File: config.mk
export PLATFORM = sky130hd
export DESIGN_NAME = program_loader
export DESIGN_NICKNAME = d
export VERILOG_FILES = /design/src/rtl/program_loader.sv
export SDC_FILE = /design/constraint.sdc
export NUM_CORES = 1
export LEC_CHECK = 0
export BUFFER_PORTS_ARGS = -buffer_cell sky130_fd_sc_hd__buf_2
export CAP_MARGIN = 10
export CORE_MARGIN = 3
export CORE_UTILIZATION = 45
export CTS_CLUSTER_SIZE = 40
export DETAILED_ROUTE_END_ITERATION = 10
export PLACE_DENSITY = 0.81
export SLEW_MARGIN = 20
export SYNTH_ARGS = -nofsm -noshare
export SYNTH_HDL_FRONTEND = slang
export SYNTH_SLANG_ARGS = --single-unit
File: constraint.sdc
create_clock -name clk -period 4.9 [get_ports clk]
set_clock_uncertainty 0.2 [all_clocks]
set_input_delay 0.245 -clock clk [delete_from_list [all_inputs] [get_ports clk]]
set_output_delay 0.245 -clock clk [all_outputs]
set_load 0.05 [all_outputs]
File: src/rtl/program_loader.sv
// Purpose     : stream a program image into imem, pad the tail with FILL_WORD, then release the core.
// Latency     : an accepted word is written 1 cycle after its handshake; done rises 1 cycle after the final write.
// Backpressure: in_ready is high only while loading and out of reset; fill, done and error states refuse input.
//
// Ports:
//   clk, reset             rising-edge clock, synchronous active-low reset
//   in_valid/in_ready      word-stream handshake; in_data is the word, in_last marks the final program word
//   imem_we/addr/wdata     registered imem write port, one strobe per written word
//   core_reset, done       core held in reset (active high) until the image is complete
//   err_overflow           MAX_WORDS words accepted with no in_last; sticky until reset
//   word_count             program words accepted, fill words excluded
//   csum                   present only when LOADER_CHECKSUM_EN is defined: wrapping sum of accepted words
module program_loader #(
    parameter int                  ADDR_W    = 8,
    parameter int                  DATA_W    = 32,
    parameter int                  BASE_ADDR = 0,
    parameter int                  MAX_WORDS = 256,
    parameter logic [DATA_W-1:0]   FILL_WORD = 32'h00000013
) (
    input  logic              clk,
    input  logic              reset,
    input  logic              in_valid,
    output logic              in_ready,
    input  logic [DATA_W-1:0] in_data,
    input  logic              in_last,
    output logic              imem_we,
    output logic [ADDR_W-1:0] imem_addr,
    output logic [DATA_W-1:0] imem_wdata,
    output logic              core_reset,
    output logic              done,
    output logic              err_overflow,
    output logic [ADDR_W:0]   word_count
`ifdef LOADER_CHECKSUM_EN
    ,
    output logic [DATA_W-1:0] csum
`endif
);

    typedef enum logic [1:0] {
        S_LOAD  = 2'd0,
        S_FILL  = 2'd1,
        S_DONE  = 2'd2,
        S_ERROR = 2'd3
    } state_t;

    localparam logic [ADDR_W-1:0] BASE      = ADDR_W'(BASE_ADDR);
    localparam logic [ADDR_W-1:0] LAST_ADDR = ADDR_W'(BASE_ADDR + MAX_WORDS - 1);
    localparam logic [ADDR_W:0]   LAST_IDX  = (ADDR_W + 1)'(MAX_WORDS - 1);
    localparam logic [ADDR_W:0]   CNT_ONE   = (ADDR_W + 1)'(1);
    localparam logic [ADDR_W-1:0] ADDR_ONE  = ADDR_W'(1);

    state_t              state_q;
    logic                we_q;
    logic [ADDR_W-1:0]   addr_q;
    logic [DATA_W-1:0]   wdata_q;
    logic                core_reset_q;
    logic                done_q;
    logic                err_q;
    logic [ADDR_W:0]     word_count_q;
    logic [ADDR_W-1:0]   fill_addr_d;
`ifdef LOADER_CHECKSUM_EN
    logic [DATA_W-1:0]   csum_q;
`endif

    // Fill continues from the last program word's address, so it never leaves a hole.
    assign fill_addr_d = addr_q + ADDR_ONE;

    // Gated by reset so the host never sees a handshake while the loader is being cleared.
    assign in_ready = (state_q == S_LOAD) && reset;

    always_ff @(posedge clk) begin
        if (!reset) begin
            state_q      <= S_LOAD;
            we_q         <= 1'b0;
            addr_q       <= BASE;
            wdata_q      <= '0;
            core_reset_q <= 1'b1;
            done_q       <= 1'b0;
            err_q        <= 1'b0;
            word_count_q <= '0;
`ifdef LOADER_CHECKSUM_EN
            csum_q       <= '0;
`endif
        end else begin
            case (state_q)
                S_LOAD: begin
                    we_q <= 1'b0;
                    if (in_valid) begin
                        // word_count is still below MAX_WORDS here, so its low bits are the index.
                        we_q         <= 1'b1;
                        addr_q       <= BASE + word_count_q[ADDR_W-1:0];
                        wdata_q      <= in_data;
                        word_count_q <= word_count_q + CNT_ONE;
`ifdef LOADER_CHECKSUM_EN
                        csum_q       <= csum_q + in_data;
`endif
                        // A last word landing on the final slot is an exact fit, not an overflow.
                        if (word_count_q == LAST_IDX) begin
                            state_q <= in_last ? S_DONE : S_ERROR;
                        end else if (in_last) begin
                            state_q <= S_FILL;
                        end
                    end
                end
                S_FILL: begin
                    we_q    <= 1'b1;
                    addr_q  <= fill_addr_d;
                    wdata_q <= FILL_WORD;
                    if (fill_addr_d == LAST_ADDR) begin
                        state_q <= S_DONE;
                    end
                end
                // Terminal states drop the strobe on their first edge, i.e. the edge after the final write.
                S_DONE: begin
                    we_q         <= 1'b0;
                    done_q       <= 1'b1;
                    core_reset_q <= 1'b0;
                end
                S_ERROR: begin
                    we_q  <= 1'b0;
                    err_q <= 1'b1;
                end
                default: begin
                    state_q <= S_LOAD;
                end
            endcase
        end
    end

    assign imem_we      = we_q;
    assign imem_addr    = addr_q;
    assign imem_wdata   = wdata_q;
    assign core_reset   = core_reset_q;
    assign done         = done_q;
    assign err_overflow = err_q;
    assign word_count   = word_count_q;
`ifdef LOADER_CHECKSUM_EN
    assign csum         = csum_q;
`endif

endmodule

Yosys cells after proc, flatten, opt, wreduce, memory -nomap -nowiden
Cells that the tools add are included.
W data, S select, Z words.
{ "word_totals": {"output_inout_bits": 54, "elab_cells": 37, "reg_bits": 55, "inputBits": 36} }
{ "classes": {"add_sub_neg": 2, "muxes": 12, "reduce_logical": 7, "eq_ne": 8} }
{ "op_table": {"columns": ["operator", "n"], "rows": [
  ["$pmux W32 S2", 1],
  ["$mux W32", 1],
  ["$pmux W8 S2", 1],
  ["$add A9 B1 Y9 const B", 1],
  ["$eq A9 B8 Y1 const B", 1],
  ["$add A8 B1 Y8 const B", 1],
  ["$eq A8 B8 Y1 const B", 1],
  ["$mux W2", 4],
  ["$mux W8", 1],
  ["$eq A2 B2 Y1 const B", 2],
  ["$ne A2 B2 Y1 const B", 2],
  ["$pmux W2 S2", 1],
  ["$reduce_and A2 Y1", 2],
  ["$reduce_and A4 Y1", 1],
  ["$ne A3 B2 Y1 const B", 1],
  ["$pmux W1 S3", 1],
  ["$eq A2 B1 Y1 const B", 1],
  ["$logic_not A2 Y1", 1],
  ["$mux W1", 2],
  ["$reduce_bool A2 Y1", 1],
  ["$reduce_or A2 Y1", 1],
  ["$logic_and A1 B1 Y1", 1]
]} }

Longest topological paths before layout
Gate-level depths: netlist (run 1).
{ "depth": {"depth_word": 4, "depth_mapped": 8, "ltp_nobuf": 8} }

Least setup slack after synthesis (run 1)
Ideal clock, no wire load.
{ "synth_timing": {"path_type": "flip-flop to flip-flop", "start": "register addr_q[1] (netlist: imem_addr[1])", "end": "register state_q[1]", "path_slack_ps": 2724, "required_time_ps": 4641, "arrival_time_ps": 1916, "setup_ps": 59, "path_stages_with_launch": 6, "n_path_buf": 0, "path_cell_list": "dfxtp_1 > ha_1 > xor2_1 > nand3_1 > a2111oi_2 > o311a_1"} }
{ "synth_via": {"elab_chain_cells": 4} }
{ "synth_lines": {"columns": ["element", "line_no", "text"], "rows": [
  ["start: declaration", "54", "logic [ADDR_W-1:0] addr_q;"],
  ["start signal: assignment", "91", "addr_q <= BASE + word_count_q[ADDR_W-1:0];"],
  ["start signal: assignment", "107", "addr_q <= fill_addr_d;"],
  ["$add A8 B1 Y8", "66", "assign fill_addr_d = addr_q + ADDR_ONE;"],
  ["$eq A8 B8 Y1", "109", "if (fill_addr_d == LAST_ADDR) begin"],
  ["$ne A2 B2 Y1 (no source line)", null, null],
  ["$reduce_and A4 Y1 (no source line)", null, null],
  ["end signal: assignment", "99", "state_q <= in_last ? S_DONE : S_ERROR;"],
  ["end: declaration", "52", "state_t state_q;"]
]} }
Every way passes these cells.
A chain may end at the register's enable or synchronous reset.

Final worst setup path (run 1)
{ "layout_timing": {"start": "register state_q[1]", "end": "register word_count_q[7] (netlist: word_count[7])"} }
{ "layout_via": {"elab_chain_cells": 2} }
{ "layout_lines": {"columns": ["element", "line_no", "text"], "rows": [
  ["$logic_not A2 Y1", "85", "case (state_q)"],
  ["$reduce_and A2 Y1 (no source line)", null, null],
  ["end signal: assignment", "93", "word_count_q <= word_count_q + CNT_ONE;"],
  ["end: declaration", "59", "logic [ADDR_W:0] word_count_q;"]
]} }
Every way passes these cells.

==> impl_metrics.toml, run 1 <==
[die]
ioPinCount = 90
initial_core_util_pct = 47.85
die-area_mm2 = 0.006052
core_mm2 = 0.004848
die_y_um = 77.80
num_rows = 25
die_w_um = 77.80

[placed_design]
place_ws_ns = 2.658
routabilityCongestion = 0.7671
dp_hpwl_mm = 4.064
place_area_mm2 = 0.002784
port_buffers = 89
place_inst = 424

[power]
p_sw_mw = 0.2900
pwr-share-seq_pct = 49.7
ir_drop_uv = 211.3
p_clk_share_pct = 29.9
combPwrFrac_pct = 20.4
intPower_mw = 0.6803
total_power_mw = 0.9703
powerDensity_mw_per_mm2 = 303.3
swShare_pct = 29.89
leakagePower_nw = 1.454

[clocking]
post_cts_buffers = 0
cts_hold_buf = 31
cts.sinks = 55
post_cts_resized = 0
cts-htree-levels = 2
clk_pin_slew_worst_paths_ns = 0.09
cts.path.max_buffers = 2
clock_latency_ns = 0.30
cts_root_buf = "clkbuf_8"
cts_buffers = 5
cts_tree = "done"

[status]
status = "finished clean"

[critical_path]
endpoint_kind = "register"
path_class = "reg -> reg"
r2r-end = "word_count[7]"
arrival_ns = 2.32
required_ns = 4.93
reg2reg_from = "state_q[1]"
worstPathMaxFanout = 41
startpoint_type = "register"
reg2reg_depth = 5
r2r_slack_ns = 2.61

[route]
ant_nets = 0
routed_wl_mm = 6.522
drt_first_pass_iters = 4
viasPerCell = 5.356
drt_iter0_markers = 196
routed-via-count = 2480
drc = 0
wl_per_cell_um = 14.09

[job]
cap_violations = 0

[yosys]
yosysSeqAreaShare_pct = 47.46
synth-async-reset-ratio_pct = 0
synth_edf_count = 0
syn_avg_cell_area_um2 = 8.139
synth_fp_nets = 325
yosys_warnings = 0
netlist-cell-type-count = 40
syn-cell-area_mm2 = 0.002320
synthFlopType = "dfxtp_1"
synth_cells = 285
ys_ff_latch = 55

[sta]
max_slew_margin_pct = 64.02
worst_slew_pin_slew_ns = 0.5398
setup_ws_ns = 2.607
setup_tns_ns = 0
hold_slack_ns = 0.01015
max_freq_ghz = 0.4361
slew_violations = 0
setup_viol = 0
hold_violations = 0
rsz0062_at_grt = "no"
fin_crit_ns = 2.293
period_share_pct = 46.79

[grt]
antenna_found_initial = 0
grt_start_max_net_pins = 53
grtUsageTotal_pct = 21.86
grt_pass1_wl_mm = 10.88
grt_pass1_vias = 2304
gr-total-overflow = 0

[finish]
finalCoreUtilization_pct = 65.99
drive_gt1_share_pct = 26.33
fin_cells = 463
syn_to_final_growth_pct = 37.92
nNetsFinal = 435
fin_area_mm2 = 0.003199

[worst_hold_path]
worst_hold_path.endpoint = "imem_wdata[4]"
hold_path_depth = 3
min_from = "in_data[4]"
hold_path.class = "in -> reg"
==> registers in the layout, summed over array words and instances (netlist names) <==
| name | cells |
|---|---|
| err_overflow | 1 |
| core_reset | 1 |
| state_q | 2 |
| done | 1 |
| imem_addr | 8 |
| word_count | 9 |
| imem_wdata | 32 |
| imem_we | 1 |
==> Yosys cell counts, drive strengths merged, types with 2 or more instances <==
| cell | n | area, µm² |
|---|---|---|
| clkbuf | 6 | 22.52 |
| inv | 5 | 18.77 |
| nand3 | 36 | 180.2 |
| nor2 | 21 | 78.83 |
| nand2 | 51 | 193.9 |
| xor2 | 6 | 52.55 |
| a221oi | 3 | 32.53 |
| or3 | 3 | 18.77 |
| a21oi | 36 | 180.2 |
| nand4 | 4 | 25.02 |
| buf | 15 | 78.82 |
| ha | 4 | 50.05 |
| dfxtp | 55 | 1101 |
| o21ai | 8 | 40.04 |
| a2111oi | 2 | 30.03 |
| nor3 | 2 | 10.01 |
| and3 | 3 | 18.77 |
| a31oi | 6 | 37.54 |
| nor2b | 2 | 12.51 |
| xnor2 | 2 | 17.52 |
==> how the worst max path moves through the flow <==
stage	from	to	slack, ns
3_5_place_dp	state_q[1]	word_count[5]	2.66
3_3_place_gp	state_q[1]	word_count[7]	2.72
5_1_grt	state_q[1]	word_count[7]	2.39
4_1_cts	state_q[1]	word_count[7]	2.64
2_1_floorplan	imem_addr[1]	state_q[1]	2.72
6_report	state_q[1]	word_count[7]	2.61
==> kinds of logic (layout without fill, tap and decap cells) <==
logic type / Yosys count / in the layout / share of synthesized area [%]
fa+ha+maj: 4 / 4 / 2.158
simple gates: 126 / 126 / 24.65
compound gates: 65 / 65 / 17.37
other cells: 0 / 1 / 0
xor+xnor: 8 / 8 / 3.021
flops: 55 / 55 / 47.47
buf+inv: 27 / 137 / 5.339
==> critical path, stage by stage (launching register included) <==
cell     delay [ns]
dfxtp_1        0.41
nor3b_4        0.38
buf_4          0.45
nand4_1        0.25
or3_1          0.36
a21oi_1        0.15
==> cell usage in the layout, fill, tap and decap left out, drive strengths merged, types with 2 or more instances in the layout <==
master        n
xor2          6
xnor2         2
nand4         4
a221oi        3
dfxtp        55
dlygate4sd3  31
nand3        36
nor3          2
a31oi         6
nor2b         2
or3           3
a21oi        36
inv           5
and3          3
ha            4
o21ai         8
clkbuf        6
nor2         21
nand2        51
a2111oi       2
buf          93
==> final cells by class <==
cell class                      count  area, µm²
Multi-Input combinational cell    203       1101
Sequential cell                    55       1101
Clock inverter                      1      30.03
Tap cell                           67      83.83
Clock buffer                        6      72.57
Antenna cell                        1      2.502
Fill cell                         420       1649
Inverter                            6      22.52
Timing Repair Buffer              124      785.8
==> power by group through the flow <==
stage	Sequential [mW]	Combinational [mW]	Clock, mW
floorplan	0.562	0.0601	0
global placement	0.492	0.176	0
detailed placement	0.492	0.177	0
CTS	0.482	0.196	0.293
global route	0.485	0.213	0.310
finish	0.482	0.198	0.290
==> layer usage <==
metal,track usage [%],up-vias,routed length (µm)
met4,8.541,0,177
met3,3.944,16,316
met5,0,-,0
met2,37.84,78,3310
li1,-,1212,-
met1,26.69,1174,2717
Note: power is estimated with default switching activity, not from simulation.
==> inputs of run 2 (changes only) <==
--- a/config.mk
+++ b/config.mk
@@ -5,10 +5,11 @@
 export SDC_FILE = /design/constraint.sdc
 export NUM_CORES = 1
 export LEC_CHECK = 0
+export ABC_AREA = 1
 export BUFFER_PORTS_ARGS = -buffer_cell sky130_fd_sc_hd__buf_2
 export CAP_MARGIN = 10
 export CORE_MARGIN = 3
-export CORE_UTILIZATION = 45
+export CORE_UTILIZATION = 43
 export CTS_CLUSTER_SIZE = 40
 export DETAILED_ROUTE_END_ITERATION = 10
 export PLACE_DENSITY = 0.81
==> constraint.sdc (replaced) <==
create_clock -name clk -period 2.1 [get_ports clk]
set_clock_uncertainty 0.2 [all_clocks]
set_input_delay 0.105 -clock clk [delete_from_list [all_inputs] [get_ports clk]]
set_output_delay 0.105 -clock clk [all_outputs]
set_load 0.05 [all_outputs]
==> run 2 against run 1 <==
Compared with the run above: combinational power rose to 2.7 times the previous value; total power up 130%; setup slack worse by 2.4 ns; clock power up 90%; count of clock-buffer cells in the layout up 1; die area up 1.0%; register-to-register slack worse by 2.3 ns; critical path depth unchanged; synthesized cell count up 6.7%; wire length down 6.3%; final cell count up 6.7%; largest cell class unchanged.
==> impl_metrics.toml, run 2 <==
[sta]
hold_violations = 0
worst_slew_pin_slew_ns = 0.4404
setup_tns_ns = 0
max_freq_ghz = 0.5377
setup_viol = 0
slew_violations = 0
period_share_pct = 88.56
max_slew_margin_pct = 70.64
fin_crit_ns = 1.860
rsz0062_at_grt = "no"
hold_slack_ns = 0.1272

[placed_design]
place_inst = 452
port_buffers = 89
routabilityCongestion = 0.8656
dp_hpwl_mm = 4.135
place_area_mm2 = 0.002746

[grt]
grt_start_max_net_pins = 45
grt_pass1_wl_mm = 9.818
gr-total-overflow = 0
antenna_found_initial = 0
grtUsageTotal_pct = 19.70
grt_pass1_vias = 2167

[yosys]
synthTopCellsByCount = "nand2_1, dfxtp_1, a21oi_1"
netlist-cell-type-count = 25
synth.most_common_cell = "nand2_1"
synth_cells = 304
synth_area_leaders = "dfxtp_1, nand2_1, a21oi_1"
yosysSeqAreaShare_pct = 49.13
yosys.area.top_type_share_pct = 49.13
synthFlopType = "dfxtp_1"
synth_edf_count = 0
yosys_warnings = 0
synth-async-reset-ratio_pct = 0
syn_avg_cell_area_um2 = 7.371
syn-cell-area_mm2 = 0.002241
synth_top_area_cell = "dfxtp_1"
synth_fp_nets = 344
ys_ff_latch = 55

[power]
ir_drop_uv = 532.7
total_power_mw = 2.225
leakagePower_nw = 1.430
powerDensity_mw_per_mm2 = 699.8

[critical_path]
path_cells = "dlygate4sd3_1, buf_2, inv_1, nor3_1, buf_2"
critPathBufInv = 4
arrival_ns = 1.55
r2r_slack_ns = 0.26
cp_slowest_cell = "dlygate4sd3_1"
worstPathMaxFanout = 13
cpPeakStageDelay_ns = 0.53
startpoint_type = "input port"
critical-path-top-delay-family = "buffers and inverters"
cpMostUsedCell = "buf_2"
endpoint_kind = "primary output"
required_ns = 1.79
path_class = "in -> out"

[die]
core_mm2 = 0.004880
ioPinCount = 90
die_w_um = 78.19
num_rows = 25
die_y_um = 78.19
initial_core_util_pct = 45.92
die-area_mm2 = 0.006114

[worst_hold_path]
hold_path.class = "in -> reg"

[finish]
n_fill_cell = 426
nNetsFinal = 466
layout_common_cells = "nand2_1, buf_2, dfxtp_1, a21oi_1, dlygate4sd3_1"
multi_input_area_um2 = 999.7
ff_latch_area_mm2 = 0.001105
largest_reg_flops = 32
fin_cells = 494
syn_to_final_growth_pct = 41.88
n_antenna_cell = 0
drive_gt1_share_pct = 26.46
final_common_cell = "nand2_1"
fin_area_mm2 = 0.003179

[clocking]
cts.sinks = 55
cts_root_buf = "clkbuf_8"
cts-htree-levels = 2
cts_tree = "done"
cts.path.max_buffers = 2
cts_buffers = 5
clk_pin_slew_worst_paths_ns = 0.09
clock_latency_ns = 0.30

[job]
cap_violations = 0

[route]
routed-via-count = 2409
drt_iter0_markers = 141
viasPerCell = 4.877
ant_nets = 0
drc = 0
routed_wl_mm = 6.109
wl_per_cell_um = 12.37
drt_first_pass_iters = 4

[status]
status = "finished clean"
run 2: changes by cell type after synthesis, moves of 5 or more:
| cell | before | now |
|---|---|---|
| a21oi_1 | 36 | 46 |
| buf_2 | 9 | 4 |
| inv_1 | 5 | 18 |
| nand2_1 | 50 | 102 |
| nand3_1 | 36 | 14 |
| xor2_1 | 6 | 0 |
run 2: kinds of logic after synthesis:
family          after synthesis  share of synthesized area (%)
buf+inv                      35                          6.588
flops                        55                          49.13
fa+ha+maj                     4                          2.233
simple gates                143                          25.96
compound gates               67                          16.08
run 2: per-layer routing:
layer | track usage (%) | part of all wire (%) | vias up
met4 | 6.993 | 2.0 | 0
met5 | 0 | 0 | -
met1 | 23.74 | 41 | 1095
met3 | 4.587 | 5.3 | 12
li1 | - | - | 1230
met2 | 34.25 | 51 | 72
run 2: where the power goes:
part           switching, mW  internal [mW]
Combinational          0.373          0.164
Sequential            0.0364           1.10
Clock                  0.316          0.235
run 2: layout make-up:
cell class | instances | share of cell area [%]
Inverter | 21 | 2.479
Multi-Input combinational cell | 214 | 31.44
Clock inverter | 1 | 0.1574
Timing Repair Buffer | 129 | 26.13
Sequential cell | 55 | 34.75
Tap cell | 67 | 2.637
Clock buffer | 7 | 2.401
run 2: path summary, 6_finish.rpt:
kind              start  cells past startpoint             end
max reg2reg  state_q[0]                      8      state_q[1]
min reg2reg  core_reset                      2      core_reset
min            in_valid                      6  imem_wdata[26]
max               reset                      5        in_ready
run 2: worst reg2reg max path: stages, from the launching register on:
cell and delay, ns:
dfxtp_1 0.36, inv_2 0.10, nand3_1 0.11, inv_2 0.10, buf_4 0.40, o21ai_0 0.20
nand2_1 0.14, nand2_1 0.06, a21oi_1 0.12
run 2: timing repair:
action                     in CTS  in global routing
setup endpoints to repair       0                  4
setup buffers                   0                  0
hold endpoints to repair       40                  0
resized for setup               0                  5
hold buffers                   34                  0
run 2: through the flow:
stage	util, %	worst slack [ns]
after floorplan	-	0.03638
after global placement	56.28	0.2563
after detailed placement	56.28	0.1519
after CTS	64.92	0.1434
after global routing	65.15	0.03337
final	65.15	0.2402
==> inputs of run 3 (changes only) <==
==> constraint.sdc (replaced) <==
create_clock -name clk -period 1.5 [get_ports clk]
set_clock_uncertainty 0.2 [all_clocks]
set_input_delay 0.075 -clock clk [delete_from_list [all_inputs] [get_ports clk]]
set_output_delay 0.075 -clock clk [all_outputs]
set_load 0.05 [all_outputs]
==> run 3 against run 2 <==
Compared with the run above: the run now ends with negative hold slack, negative setup slack left; largest power group unchanged; sequential share of layout area is 3.2 points lower; total power grew 50%; core utilization rose by 8.8 points; sequential power increased by 39%; setup slack got worse by 0.43 ns; highest routed layer unchanged.
==> impl_metrics.toml, run 3 (synthesis results as in run 2) <==
[die]
die-area_mm2 = 0.006114
initial_core_util_pct = 45.92
die_y_um = 78.19
num_rows = 25
ioPinCount = 90
die_w_um = 78.19
core_mm2 = 0.004880

[grt]
grt_pass1_wl_mm = 11.36
grt_pass1_vias = 2588
grt_start_max_net_pins = 24
gr-total-overflow = 0
antenna_found_initial = 0
grtUsageTotal_pct = 22.36

[critical_path]
cp_slowest_cell = "dfxtp_4"
startpoint_type = "register"
critPathBufInv = 0
required_ns = 1.51
cpPeakStageDelay_ns = 0.38
worstPathMaxFanout = 4
endpoint_kind = "register"
critical-path-top-delay-family = "simple AND/OR/NAND/NOR gates"
path_class = "reg -> reg"
arrival_ns = 1.70
path_cells = "ha_4, nand3_4, o21bai_4, nand2_1, nor2_1, nand3_1, nand2_2, nand2_2, nand2_1, nor2_1"

[power]
total_power_mw = 3.344
leakagePower_nw = 1.614
pwr-share-seq_pct = 47.4
combPwrFrac_pct = 27.1
intPower_mw = 2.241
swShare_pct = 32.97
ir_drop_uv = 830.0
p_sw_mw = 1.103
p_clk_share_pct = 25.6
powerDensity_mw_per_mm2 = 927.0

[route]
wl_per_cell_um = 13.96
drt_iter0_markers = 126
ant_nets = 0
routed_wl_mm = 7.300
drc = 0
routed-via-count = 2645
drt_first_pass_iters = 4
viasPerCell = 5.057

[finish]
fin_area_mm2 = 0.003607
largest_reg_flops = 32
syn_to_final_growth_pct = 60.97
final_common_cell = "nand2_1"
layout_common_cells = "nand2_1, buf_2, a21oi_1, dfxtp_1, dlygate4sd3_1"
drive_gt1_share_pct = 39.25
finalCoreUtilization_pct = 73.92
n_antenna_cell = 0
nNetsFinal = 495

[placed_design]
routabilityCongestion = 0.8404
port_buffers = 89
dp_hpwl_mm = 4.462
place_area_mm2 = 0.002993

[status]
violations = "negative hold slack, negative setup slack"
status = "finished, violations left"

[clocking]
cts_buffers = 5
cts_hold_buf = 32
cts.path.max_buffers = 2
cts_root_buf = "clkbuf_8"
cts-htree-levels = 2
clk_pin_slew_worst_paths_ns = 0.10
cts.sinks = 55
clock_latency_ns = 0.30
cts_tree = "done"

[sta]
period_share_pct = 112.4
max_slew_margin_pct = 80.35
rsz0062_at_grt = "yes"
setup_ws_ns = -0.1865
setup_tns_ns = -0.4344
max_freq_ghz = 0.5929
slew_violations = 0
setup_viol = 6
hold_violations = 8
hold_slack_ns = -0.1483
fin_crit_ns = 1.687
worst_slew_pin_slew_ns = 0.2925

[worst_hold_path]
hold_path.class = "in -> reg"

[job]
cap_violations = 0
-- run 3: metrics by stage --
| step | hold slack [ns] | setup WS (ns) | cells |
|---|---|---|---|
| 4_1_cts | -0.1597 | -0.09585 | 517 |
| 3_5_place_dp | 0.1327 | -0.1527 | 474 |
| 3_3_place_gp | 0.1276 | -0.1248 | 474 |
| 2_1_floorplan | -0.05624 | -0.1782 | 304 |
| 6_report | -0.1483 | -0.1865 | 523 |
| 5_1_grt | -0.1512 | -0.2937 | 523 |
-- run 3: power by group through the flow --
stage	registers, mW	clock network, mW	logic, mW
floorplan	1.89	0	0.232
global placement	1.61	0	0.732
detailed placement	1.62	0	0.741
CTS	1.58	0.868	0.832
global route	1.59	0.923	0.966
finish	1.58	0.855	0.905
-- run 3: metal layers --
layer / vias up / global-route usage [%] / part of all wire (%)
met3: 14 / 4.243 / 6.2
li1: 1290 / - / -
met2: 105 / 40.84 / 52
met5: - / 0 / 0
met4: 0 / 7.343 / 1.8
met1: 1236 / 26.13 / 40
-- run 3: final timing paths --
kind | cells after the start | end | start | slack [ns]
worst max register to register | 10 | state_q[0] | imem_addr[0] | -0.19
worst min-delay path | 2 | core_reset | reset | -0.15
worst min register to register | 2 | core_reset | core_reset | 0.26
worst max-delay path | 10 | state_q[0] | imem_addr[0] | -0.19
-- run 3: area by class of cell --
class / instances / area, µm²
Clock buffer: 7 / 86.33
Multi-Input combinational cell: 214 / 1115
Clock inverter: 1 / 8.758
Sequential cell: 55 / 1140
Inverter: 21 / 83.83
Timing Repair Buffer: 158 / 1090
Tap cell: 67 / 83.83
Fill cell: 362 / 1272
-- run 3: what timing repair did --
action / in CTS / in global routing
pin swaps: 7 / 9
endpoints found under the setup margin: 42 / 45
resized for setup: 10 / 22
hold endpoints to repair: 40 / 8
cloned: 0 / 1
buffers inserted: 3 / 5
